## src/rtl/uart_byte_rx.sv

```systemverilog
// Oversampling 8N1 UART byte receiver, LSB first.
// Synchronises rxd, votes 3 samples around mid-bit, rejects false starts,
// checks the stop bit and emits one data_ready pulse per good byte.
module uart_byte_rx #(
  parameter int CLK_FREQ   = 100_000_000,
  parameter int BAUD       = 115_200,
  parameter int OVERSAMPLE = 16
) (
  input  logic       clk,
  input  logic       rst_n,
  input  logic       rxd,
  output logic       data_ready,
  output logic [7:0] data,
  output logic       framing_error,
  output logic       busy
);

  localparam int DIV = CLK_FREQ / (BAUD * OVERSAMPLE);
  localparam int M   = OVERSAMPLE / 2;
  localparam int SW  = $clog2(OVERSAMPLE);
  localparam int DW  = (DIV > 1) ? $clog2(DIV) : 1;

  localparam logic [DW-1:0] DIV_LAST = DW'(DIV - 1);
  localparam logic [SW-1:0] S_LAST   = SW'(OVERSAMPLE - 1);
  // Sample index k is the number of ticks elapsed in the bit, so it is taken
  // on the tick that advances scnt to k (scnt == k-1 during that tick).
  localparam logic [SW-1:0] S_A      = SW'(M - 2);  // sample M-1
  localparam logic [SW-1:0] S_B      = SW'(M - 1);  // sample M
  localparam logic [SW-1:0] S_VOTE   = SW'(M);      // sample M+1, vote tick

  generate
    if (DIV < 1) begin : g_div_check
      $error("uart_byte_rx: CLK_FREQ/(BAUD*OVERSAMPLE) must be at least 1");
    end
    if (OVERSAMPLE < 8) begin : g_ovs_check
      $error("uart_byte_rx: OVERSAMPLE must be at least 8");
    end
  endgenerate

  typedef enum logic [2:0] {
    IDLE,
    START,
    DATA,
    STOP,
    BREAK
  } state_t;

  state_t          state, state_next;
  logic            rx_meta, rxs;
  logic [DW-1:0]   dcnt;
  logic [SW-1:0]   scnt;
  logic [2:0]      bit_idx;
  logic            samp_a, samp_b;
  logic [7:0]      shreg;
  logic            tick, vote_tick, wrap_tick, vote;
  logic            dr_set, fe_set;

  assign tick      = (state != IDLE) && (dcnt == DIV_LAST);
  assign vote_tick = tick && (scnt == S_VOTE);
  assign wrap_tick = tick && (scnt == S_LAST);
  // The third sample is the live rxs on the vote tick itself.
  assign vote      = (samp_a & samp_b) | (samp_a & rxs) | (samp_b & rxs);
  assign busy      = (state != IDLE);

  // Two-flop synchroniser; resets to the idle line level so reset does not
  // look like a start edge.
  always_ff @(posedge clk or negedge rst_n) begin
    if (!rst_n) begin
      rx_meta <= 1'b1;
      rxs     <= 1'b1;
    end else begin
      // NOTE: non-blocking assignments here make rxs see the previous rx_meta,
      // giving two real flops; blocking would collapse them into one.
      rx_meta <= rxd;
      rxs     <= rx_meta;
    end
  end

  // Tick divider, sample counter and bit index; all held at zero in IDLE so a
  // detected start begins a clean bit period.
  always_ff @(posedge clk or negedge rst_n) begin
    if (!rst_n) begin
      dcnt    <= '0;
      scnt    <= '0;
      bit_idx <= '0;
    end else if (state == IDLE) begin
      dcnt    <= '0;
      scnt    <= '0;
      bit_idx <= '0;
    end else begin
      dcnt <= tick ? '0 : dcnt + 1'b1;
      if (tick) begin
        scnt <= (scnt == S_LAST) ? '0 : scnt + 1'b1;
      end
      if (state == DATA && wrap_tick) begin
        bit_idx <= bit_idx + 1'b1;
      end
    end
  end

  // Capture the first two vote samples and shift voted data bits in LSB first.
  always_ff @(posedge clk or negedge rst_n) begin
    if (!rst_n) begin
      samp_a <= 1'b0;
      samp_b <= 1'b0;
      shreg  <= '0;
    end else begin
      if (tick && scnt == S_A) samp_a <= rxs;
      if (tick && scnt == S_B) samp_b <= rxs;
      if (state == DATA && vote_tick) shreg <= {vote, shreg[7:1]};
    end
  end

  // State register.
  always_ff @(posedge clk or negedge rst_n) begin
    if (!rst_n) state <= IDLE;
    else        state <= state_next;
  end

  // Next-state logic and output pulse requests.
  always_comb begin
    // NOTE: every signal gets a default before the case so no path leaves it
    // unassigned, which would otherwise infer a latch.
    state_next = state;
    dr_set     = 1'b0;
    fe_set     = 1'b0;
    unique case (state)
      IDLE: begin
        if (!rxs) state_next = START;
      end
      START: begin
        if (vote_tick && vote) state_next = IDLE;   // false start
        else if (wrap_tick)    state_next = DATA;
      end
      DATA: begin
        if (wrap_tick && bit_idx == 3'd7) state_next = STOP;
      end
      STOP: begin
        // Leave at mid-stop-bit so a back-to-back start edge is not missed.
        if (vote_tick) begin
          if (vote) begin
            dr_set     = 1'b1;
            state_next = IDLE;
          end else begin
            fe_set     = 1'b1;
            state_next = BREAK;
          end
        end
      end
      BREAK: begin
        if (rxs) state_next = IDLE;
      end
      default: state_next = IDLE;
    endcase
  end

  // Registered outputs; data only moves in the cycle data_ready is high.
  always_ff @(posedge clk or negedge rst_n) begin
    if (!rst_n) begin
      data_ready    <= 1'b0;
      framing_error <= 1'b0;
      data          <= 8'h00;
    end else begin
      data_ready    <= dr_set;
      framing_error <= fe_set;
      if (dr_set) data <= shreg;
    end
  end

endmodule

```

## config.mk

```make
export PLATFORM = sky130hd
export DESIGN_NAME = uart_byte_rx
export DESIGN_NICKNAME = d
export VERILOG_FILES = /design/src/rtl/uart_byte_rx.sv
export SDC_FILE = /design/constraint.sdc
export NUM_CORES = 1
export LEC_CHECK = 0
export CORE_MARGIN = 2
export CORE_UTILIZATION = 45
export CTS_CLUSTER_DIAMETER = 50
export DETAILED_ROUTE_END_ITERATION = 12
export GPL_TIMING_DRIVEN = 0
export SLEW_MARGIN = 20
export SYNTH_ARGS = -nofsm -noshare
export SYNTH_HDL_FRONTEND = slang
export SYNTH_SLANG_ARGS = --single-unit
```

## constraint.sdc

```tcl
create_clock -name clk -period 2.6 [get_ports clk]
set_input_delay 0.52 -clock clk [delete_from_list [all_inputs] [get_ports clk]]
set_output_delay 0.52 -clock clk [all_outputs]
set_load 0.005 [all_outputs]
```

# == Yosys cells after proc, flatten, opt, wreduce, memory -nomap -nowiden ==
# Cells that the tools add are included.
# totals
wordCells,70
out_inout_bits,11
ff_bits,38
input_bits,3
# op_classes
n_eq_ne,15
n_reduce_logical,14
bitwise_logic,5
add_sub_neg,3
n_mux,21
# ops
operator,n
2-to-1 mux 3 bit,9
case mux 3 bit (5 select lines),1
2-to-1 mux 4 bit,3
2-to-1 mux 6 bit,2
logical AND 1 bit,9
equality test 4 x 3 -> 1 bit (second input constant),2
equality test 4 bit (second input constant),2
adder 6 x 1 -> 6 bit (second input constant),1
equality test 3 x 2 -> 1 bit (second input constant),2
equality test 3 bit (second input constant),2
equality test 6 bit (second input constant),1
2-to-1 mux 1 bit,6
inequality test 2 bit (second input constant),3
AND reduction 5 bit,1
adder 4 x 1 -> 4 bit (second input constant),1
nonzero test 2 bit,2
adder 3 x 1 -> 3 bit (second input constant),1
bitwise AND 1 bit,3
equality test 3 x 1 -> 1 bit (second input constant),1
logical NOT 3 bit,1
inequality test 3 bit (second input constant),1
nonzero test 3 bit,1
inequality test 2 x 1 -> 1 bit (second input constant),1
bitwise OR 1 bit,2

# == Depth between registers and ports, before layout ==
# depth
depth_word,6
mapped_depth,7
depth_no_buf,6

# == Least setup slack after synthesis ==
# OpenSTA, ideal clock, no wires.
# synth_timing
path_kind,register to register
start,reg dcnt[1]
end,reg shreg[0]
setup_slack_ps,830
t_required_ps,2475
t_arrival_ps,1645
synth_period_minus_slack_ps,1770
stages_incl_launch_ff,8
n_path_buf,1
setup_ps,125
path_cell_list,dfrtp_1 inv_1 ha_1 nand4_4 nor3_2 and3_1 buf_4 mux2_2
# synth_between
elab_chain_cells,4
# synth_rtl
element,line,source
start: declaration,50,logic [DW-1:0] dcnt;
start signal: assignment,91,dcnt <= tick ? '0 : dcnt + 1'b1;
equality test 6 bit,58,assign tick = (state != IDLE) && (dcnt == DIV_LAST);
logical AND 1 bit,58,
logical AND 1 bit,59,assign vote_tick = tick && (scnt == S_VOTE);
logical AND 1 bit,110,"if (state == DATA && vote_tick) shreg <= {vote, shreg[7:1]};"
end signal: assignment,110,
end: declaration,54,logic [7:0] shreg;
# Every way passes these cells.
# A chain may end at the register's enable or synchronous reset.

# == Worst setup path after layout ==
# layout_timing
start,reg state[2]
end,out busy
# layout_between
elab_chain_cells,1
# layout_rtl
element,line,source
start: declaration,48,"state_t state, state_next;"
start signal: assignment,117,else state <= state_next;
nonzero test 3 bit,63,assign busy = (state != IDLE);
end: declaration,15,output logic busy
# Every way passes these cells.

==> impl_metrics.env <==
export IMPL_initial_core_util_pct=45.8
export IMPL_synth_xor_area_share_pct=2.91
export IMPL_reg2reg_setup_slack_ns=0.62
export IMPL_reg2reg_to="shreg[5]"
export IMPL_power_frac_seq_pct=57.8
export IMPL_die_w_um=67.3
export IMPL_max_slew_margin_pct=67.3
export IMPL_synthDistinctLibCells=43
export IMPL_die_area_um2=4530
export IMPL_instances_no_fill=225
export IMPL_total_leakage_power_nw=0.965
export IMPL_io_buffers=13
export IMPL_h_tree_depth=2
export IMPL_fillers=344
export IMPL_synth_fa_ha_area_share_pct=5.41
export IMPL_hold_class="input port to asynchronous set/reset pin"
export IMPL_io_pin_count=14
export IMPL_dp_cells=217
export IMPL_dr_pass1_iters=5
export IMPL_comb_power_share_pct=1.8
export IMPL_layout_nets=184
export IMPL_tightest_slew_ns=0.486
export IMPL_startpoint_type="register"
export IMPL_status="finished, final reports clean"
export IMPL_clock_fmax_ghz=0.416
export IMPL_ys_warnings_count=0
export IMPL_setup_worst_path_class="register to output pin"
export IMPL_synth_top_family_by_area="simple AND/OR/NAND/NOR gates"
export IMPL_r2r_start="dcnt[1]"
export IMPL_final_area_um2=2120
export IMPL_synth_seq_cells=38
export IMPL_hold_slack_ns=0.175
export IMPL_grt_first_pass_wirelength_um=5180
export IMPL_path_max_fanout=8
export IMPL_crit_path_end_kind="output pin"
export IMPL_tns_ns=0
export IMPL_drtIter0Drc=59
export IMPL_syn_avg_cell_area_um2=11.8
export IMPL_synth_compound_area_share_pct=7.21
export IMPL_yosys_area_share_simple_pct=15.3
export IMPL_drv_cap=0
export IMPL_route_detailed_drc=0
export IMPL_synth_flop_cell="dfrtp_1"
export IMPL_core_area_um2=3940
export IMPL_reg2reg_depth=7
export IMPL_ctsLongestPathBuffers=2
export IMPL_synthesis_nets=163
export IMPL_multi_input_area_um2=796
export IMPL_antenna_found_initial=0
export IMPL_synth_edf_count=0
export IMPL_ir_drop_v=0.000388
export IMPL_cp_required_ns=2.08
export IMPL_synth_seq_area_share_pct=52.8
export IMPL_hold_buffers=0
export IMPL_post_cts_resized=0
export IMPL_ys_async_sr_fraction_pct=100
export IMPL_finalSetupViolCount=0
export IMPL_placed_area_um2=2020
export IMPL_clk_pin_slew_ns=0.08
export IMPL_gp_congestion=0.860
export IMPL_grt_max_degree=21
export IMPL_cts_sinks=38
export IMPL_hold_violations=0
export IMPL_numCtsBuffers=5
export IMPL_num_vias=1186
export IMPL_drv_slew=0
export IMPL_synthCells=153
export IMPL_hpwl_um=2300
export IMPL_die_h_um=67.3
export IMPL_netlist_area_um2=1800
export IMPL_skew_ns=0.00599
export IMPL_rsz0062_at_grt="no"
export IMPL_grt_pass1_vias=1162
export IMPL_area_delta_synth_final_pct=17.6
export IMPL_yosys_mux_area_fraction_pct=12.9
export IMPL_overflow=0
export IMPL_ant_nets=0
export IMPL_drt_total_wl_um=3060
export IMPL_p_per_area_nw_per_um2=486
export IMPL_utilization_pct=53.8
export IMPL_rows=23
export IMPL_crit_arrival_ns=1.88
export IMPL_n_antenna_cell=0
export IMPL_clk_latency_ns=0.28
export IMPL_internal_power_uw=813
export IMPL_seqCellArea_um2=953
export IMPL_cts_tree="yes"
export IMPL_p_clk_share_pct=40.4
export IMPL_cts_setup_buffers=0
export IMPL_swShare_pct=21.1
export IMPL_root_buffer="clkbuf_8"
export IMPL_p_sw_uw=217
export IMPL_grtUsageTotal_pct=15.5
export IMPL_final_layout_size_suffix_gt1_share_pct=23.4
export IMPL_min_period_ns=2.40
export IMPL_avgViaCountPerCell=5.27
export IMPL_wl_per_cell_um=13.6
export IMPL_post_route_period_util_pct=92.4
## registers in the layout (all words and copies together) (netlist names)
register / count
data: 8
shreg: 8
dcnt: 6
scnt: 4
bit_idx: 3
state: 3
data_ready: 1
framing_error: 1
rx_meta: 1
rxs: 1
samp_a: 1
samp_b: 1
## cells in the mapped netlist (2+ instances only)
library cell / count / area [um^2]
dfrtp_1: 36 / 901
mux2_2: 18 / 203
nor2_1: 13 / 48.8
inv_1: 10 / 37.5
ha_1: 7 / 87.6
nand2_1: 6 / 22.5
nand3_1: 6 / 30.0
nor4_1: 4 / 25.0
xnor2_1: 4 / 35.0
a21oi_1: 3 / 15.0
mux2i_1: 3 / 30.0
o21ai_0: 3 / 15.0
a21o_1: 2 / 15.0
a22oi_1: 2 / 15.0
and3_1: 2 / 12.5
buf_2: 2 / 10.0
clkbuf_1: 2 / 7.51
dfstp_2: 2 / 52.6
nand3b_1: 2 / 15.0
nor3_1: 2 / 10.0
xor2_1: 2 / 17.5
## per-stage QoR
step	setup WS [ns]	total power [mW]
global route	0.0738	1.07
finish	0.197	1.03
global placement	0.162	0.622
floorplan	0.830	0.607
detailed placement	0.351	0.627
CTS	0.0346	1.04
## cell type report
type                       instances  area share (%)
clock buffer                       6            3.89
buffer                             5            1.18
inverter                          10            1.77
tap                               50            2.95
sequential                        38            44.9
clock inverter                     2           0.590
timing repair buffer              14            7.19
multi-input combinational        100            37.5
## logic make-up (layout without fill, tap and decap cells)
kind of cell,count (synthesis),count (layout)
adders and majority gates,8,8
xor gates and xnor gates,6,6
muxes,21,21
AOI/OAI and AO/OA,18,18
buffers and inverters,15,37
and+or+nand+nor,47,47
DFF,38,38
## critical path: stages, from the launching register on
cell and delay (ns):
dfrtp_1 0.36, clkbuf_1 0.19, or2_1 0.34, nor2_4 0.16
inv_1 0.10, clkdlybuf4s50_1 0.45
## per-layer routing
layer  track usage [%]  part of all wire [%]  routed length [um]
met5                 0                     0                   0
met3              4.00                   2.4                  74
met1              19.9                    49                1490
met4              5.36                   1.2                  36
met2              25.6                    48                1460
## layout by cell type (no fill, tap or decap), drive strengths merged, types with 2 or more instances in the layout
master,n
mux2,18
and3,2
nand2,6
clkbuf,8
nor2,13
clkdlybuf4s50,12
nor3,3
dfrtp,36
nor4,4
nand3,6
a21o,2
xnor2,4
nand3b,2
o21ai,3
buf,5
ha,7
a22oi,2
a21oi,3
mux2i,3
xor2,2
nand4,3
dfstp,2
or2,2
o31ai,2
inv,10
## power by group through the flow
stage / registers [mW] / clock network (mW) / logic, mW
global placement: 0.606 / 0 / 0.0153
CTS: 0.595 / 0.426 / 0.0202
floorplan: 0.606 / 0 / 0.000924
global route: 0.595 / 0.452 / 0.0218
finish: 0.595 / 0.417 / 0.0188
detailed placement: 0.607 / 0 / 0.0202
## how the worst max path moves through the flow
stage,from,endpoint,slack [ns],depth (start not counted)
after floorplan,dcnt[1],shreg[0],0.83,7
after global placement,rst_n,data[5],0.16,1
after detailed placement,state[2],busy,0.35,5
after CTS,state[2],busy,0.03,5
after global routing,state[2],busy,0.07,5
final,state[2],busy,0.20,5
Power figures use the tool's default switching activity.
==> RTL edit 1, RTL diff (same settings) <==
Encoding of `state_t`: now Gray code (3 bits for 5 states).
--- a/src/rtl/uart_byte_rx.sv
+++ b/src/rtl/uart_byte_rx.sv
@@ -40,7 +40,7 @@
   typedef enum logic [2:0] {
-    IDLE,
-    START,
-    DATA,
-    STOP,
-    BREAK
+    IDLE  = 3'b000,
+    START = 3'b001,
+    DATA  = 3'b011,
+    STOP  = 3'b010,
+    BREAK = 3'b110
   } state_t;
Check against the original RTL: no difference found for any inputs over 10 cycles, from zero or initial values and one cycle with rst_n low; not proved beyond that.
==> RTL edit 1 against the original RTL <==
- largest cell class unchanged
- design area decreased by 2.9%
- sequential cell count unchanged
- worst setup slack improved by 2.2 ps
- sequential share of layout area increased by 1.3 points
- critical path type unchanged
- synthesized area decreased by 3.1%
- routed wire length decreased by 3.8%
- total power decreased by 0.46%
==> RTL edit 1: results (changes against the original RTL) <==
[routing]
drt_wl_total_um=2950  ; -3.8%
drt_first_pass_iters=4  ; -1
drt_iter0_markers=17  ; -71%
via_per_inst=5.25  ; -0.42%

[final_layout]
layout-drive-gt1-share_pct=19.5  ; -3.9 points
nets=178  ; -3.3%
clock_area_share_pct=4.61  ; +0.13 points
inv_count=5  ; -5
nNonClkBuffers=17  ; -2
multiInputGateArea_um2=766  ; -3.8%
fill_cells=334  ; -2.9%
final_cells=217  ; -3.6%
multi_input_gates=101  ; +1.0%

[synth]
synth_common_cells=36 x dfrtp_1, 18 x mux2_2, 13 x nor2_1, 9 x nand2_1
ys_types=34  ; -21%
synth-xor-area-share_pct=3.01  ; +0.094 points
synth-seq-area-share_pct=54.5  ; +1.7 points
synth_nets=157  ; -3.7%
synth_compound_area_share_pct=5.51  ; -1.7 points
synthCells=147  ; -3.9%
synthTopCellsByArea=dfrtp_1 52%, mux2_2 12%, ha_1 5.0%, dfstp_2 3.0%, nor2_1 2.8%

[global_routing]
grt_pass1_wl_um=5280  ; +1.9%

[power_and_ir_drop]
finalPower_mw=1.03  ; -0.46%
vdd.ir_drop.worst_mv=0.276  ; -29%
p_switching_mw=0.212  ; -2.3%

[timing]
setup_slack_ps=199  ; +2.20 ps
skew_ps=4.66  ; -1.34 ps

[floorplan]
coreArea_um2=3690  ; -6.4%

[placed_design]
dp.cells=209  ; -3.7%
place_congestion=0.777  ; -9.7%
post_dp_cell_area_um2=1960  ; -2.9%

[clock_tree]
ctsResizeCount=1  ; +1

[setup_path]
rr_endpoint=data[5]

[outcome]
status=completed

==> RTL edit 1: how the worst min path moves through the flow <==
stage	startpoint	endpoint	slack (ps)	depth (start not counted)
floorplan	rst_n	bit_idx[0]	220	0
global placement	rx_meta	rxs	350	0
detailed placement	rx_meta	rxs	350	0
CTS	rst_n	bit_idx[2]	180	1
global route	rst_n	state[0]	210	1
finish	rst_n	bit_idx[2]	170	1
==> RTL edit 1: critical path, cell delays in order (launching register included) <==
cell             delay (ps)
dfrtp_1                 460
nor3_2                  480
inv_1                   180
clkdlybuf4s50_1         480
==> RTL edit 1: routing by layer <==
| metal | global-route usage, % | vias to the layer above | wire length (um) |
|---|---|---|---|
| met3 | 4.09 | 4 | 92 |
| met5 | 0 | - | 0 |
| met4 | 6.12 | 0 | 27 |
| li1 | - | 564 | - |
| met2 | 25.6 | 13 | 1400 |
| met1 | 20.8 | 558 | 1430 |
==> RTL edit 2, RTL diff (config.mk and constraints unchanged) <==
Made on the original files. Set the parameter `CLK_FREQ` to 25_000_000 (it was 100_000_000).
--- a/src/rtl/uart_byte_rx.sv
+++ b/src/rtl/uart_byte_rx.sv
@@ -4,3 +4,3 @@
 module uart_byte_rx #(
-  parameter int CLK_FREQ   = 100_000_000,
+  parameter int CLK_FREQ   = 25_000_000,
   parameter int BAUD       = 115_200,
Behaviour: same outputs for any inputs over 10 cycles, from zero or initial values and one cycle with rst_n low; that may be too few to reach the edited logic, so the function may still have changed.
==> RTL edit 2 against the original RTL <==
- total power is 7.1% lower
- die area is 7.2% lower
- count of clock-buffer cells in the layout is 1 higher
- routed wire length is 14% lower
- sequential power is 5.0% lower
- largest cell class unchanged
- design area is 7.4% lower
- global-route usage is 0.80 points lower
- worst setup slack better by 180 ps
- sequential cell count is 2 lower
- first-iteration DRC count stayed put
- sequential share of layout area is 1.1 points higher
- synthesized area is 7.6% lower
- combinational power is 4% lower
- largest power group unchanged
==> RTL edit 2: results (changes against the original RTL) <==
[outcome]
status=completed

[global_routing]
grt_start_max_net_pins=24  ; +14%
grt_use_met3_pct=4.51  ; +0.51 points
grt_pass1_wl_um=4640  ; -10%
track_usage_pct=14.7  ; -0.80 points
use_met1_pct=19.2  ; -0.62 points
grt_pass1_vias=1013  ; -13%
met2_usage_pct=22.7  ; -2.9 points

[synth]
synth_compound_area_share_pct=6.76  ; -0.46 points
synthCells=135  ; -12%
synthAdderAreaFrac_pct=5.93  ; +0.52 points
yosysWarnings=0  ; unchanged
synth-seq-area-share_pct=54.2  ; +1.4 points
synth-xor-area-share_pct=2.10  ; -0.81 points
synth_nets=145  ; -11%
ys_types=35  ; -19%
synth_mux_area_share_pct=13.1  ; +0.16 points
synthTopCellsByArea=dfrtp_1 51%, mux2_2 12%, ha_1 5.3%, dfstp_2 3.2%, nor2_1 2.7%
synth_common_cells=34 x dfrtp_1, 18 x mux2_2, 12 x nor2_1, 8 x nand3_1

[routing]
route.met3.wl_um=81  ; +9.5%
drt-met1-wl_um=1240  ; -17%
drt_first_pass_iters=4  ; -1
via_per_inst=5.06  ; -4.0%
met2_length_um=1270  ; -14%
wl_per_cell_um=12.8  ; -5.7%

[final_layout]
layout-drive-gt1-share_pct=28.0  ; +4.6 points
top_regs=data: 8 flops, shreg: 8 flops
fill_cells=321  ; -6.7%
final_cells=205  ; -8.9%
nets=166  ; -9.8%

[setup_path]
worst_ep_arrival_time_ps=1700  ; -180 ps
r2r-start=dcnt[0]
cp-startpoint=state[0]

[clock_tree]
clock_latency_ps=280  ; about the same
clockBufferDepth=2  ; unchanged

[placed_design]
place_congestion=0.863  ; +0.36%
dp_hpwl_um=2020  ; -12%
dp.cells=197  ; -9.2%

[power_and_ir_drop]
p_switching_mw=0.197  ; -9.3%
p_leak_nw=0.949  ; -1.6%
vdd.ir_drop.worst_mv=0.248  ; -36%

[timing]
skew_ps=4.54  ; -1.45 ps
timing_worst_slew_pin_value_ps=432  ; -54.3 ps

==> RTL edit 2: cell count changes after synthesis, sizes merged, moves of 2 or more <==
cell	change
nor4	-4
or2	-2
clkbuf	-2
a21oi	+4
o31ai	-2
nand4	-3
mux2i	-3
a22oi	-2
dfrtp	-2
inv	-2
xnor2	-2
nand3	+3
==> RTL edit 2: worst paths after layout <==
check,to,slack (ps),cells past startpoint
max reg2reg,state[0],610,7
min in group clk,rxs,360,0
min reg2reg,rxs,360,0
max in group asynchronous,rx_meta,1970,2
max,busy,380,4
min,state[1],140,1
==> RTL edit 2: final cells by class <==
cell class | count | area share (%)
clock inverters | 1 | 0.446
inverters | 8 | 1.66
clock buffers | 7 | 3.89
flip-flops and latches | 36 | 46.0
plain buffers | 2 | 1.15
well taps | 48 | 3.06
repair buffers | 14 | 7.77
multi-input cells | 89 | 36.1
==> RTL edit 2: stage by stage <==
step                      hold slack, ps  setup WS [ps]  instance area [um2]  power, mW  util [%]
after global routing                 151            279                 1960       1.00      54.5
after detailed placement             348            611                 1880      0.594      52.1
final                                138            380                 1960      0.958      54.5
after floorplan                      224            783                 1670      0.576         -
after global placement               347            264                 1860      0.590      51.5
after CTS                            138            342                 1960      0.978      54.5
==> RTL edit 2: power by group through the flow <==
stage                     sequential, mW  combinational (mW)  clock [mW]
final                              0.565              0.0181       0.375
after global routing               0.564              0.0211       0.420
after global placement             0.575              0.0148           0
after detailed placement           0.575              0.0194           0
after floorplan                    0.575             0.00113           0
after CTS                          0.564              0.0194       0.394
==> RTL edit 2: critical path: stages, from the launching register on <==
cell and delay (ps):
dfrtp_1 370, buf_6 140, nor3_4 350, inv_4 100, clkdlybuf4s50_1 460
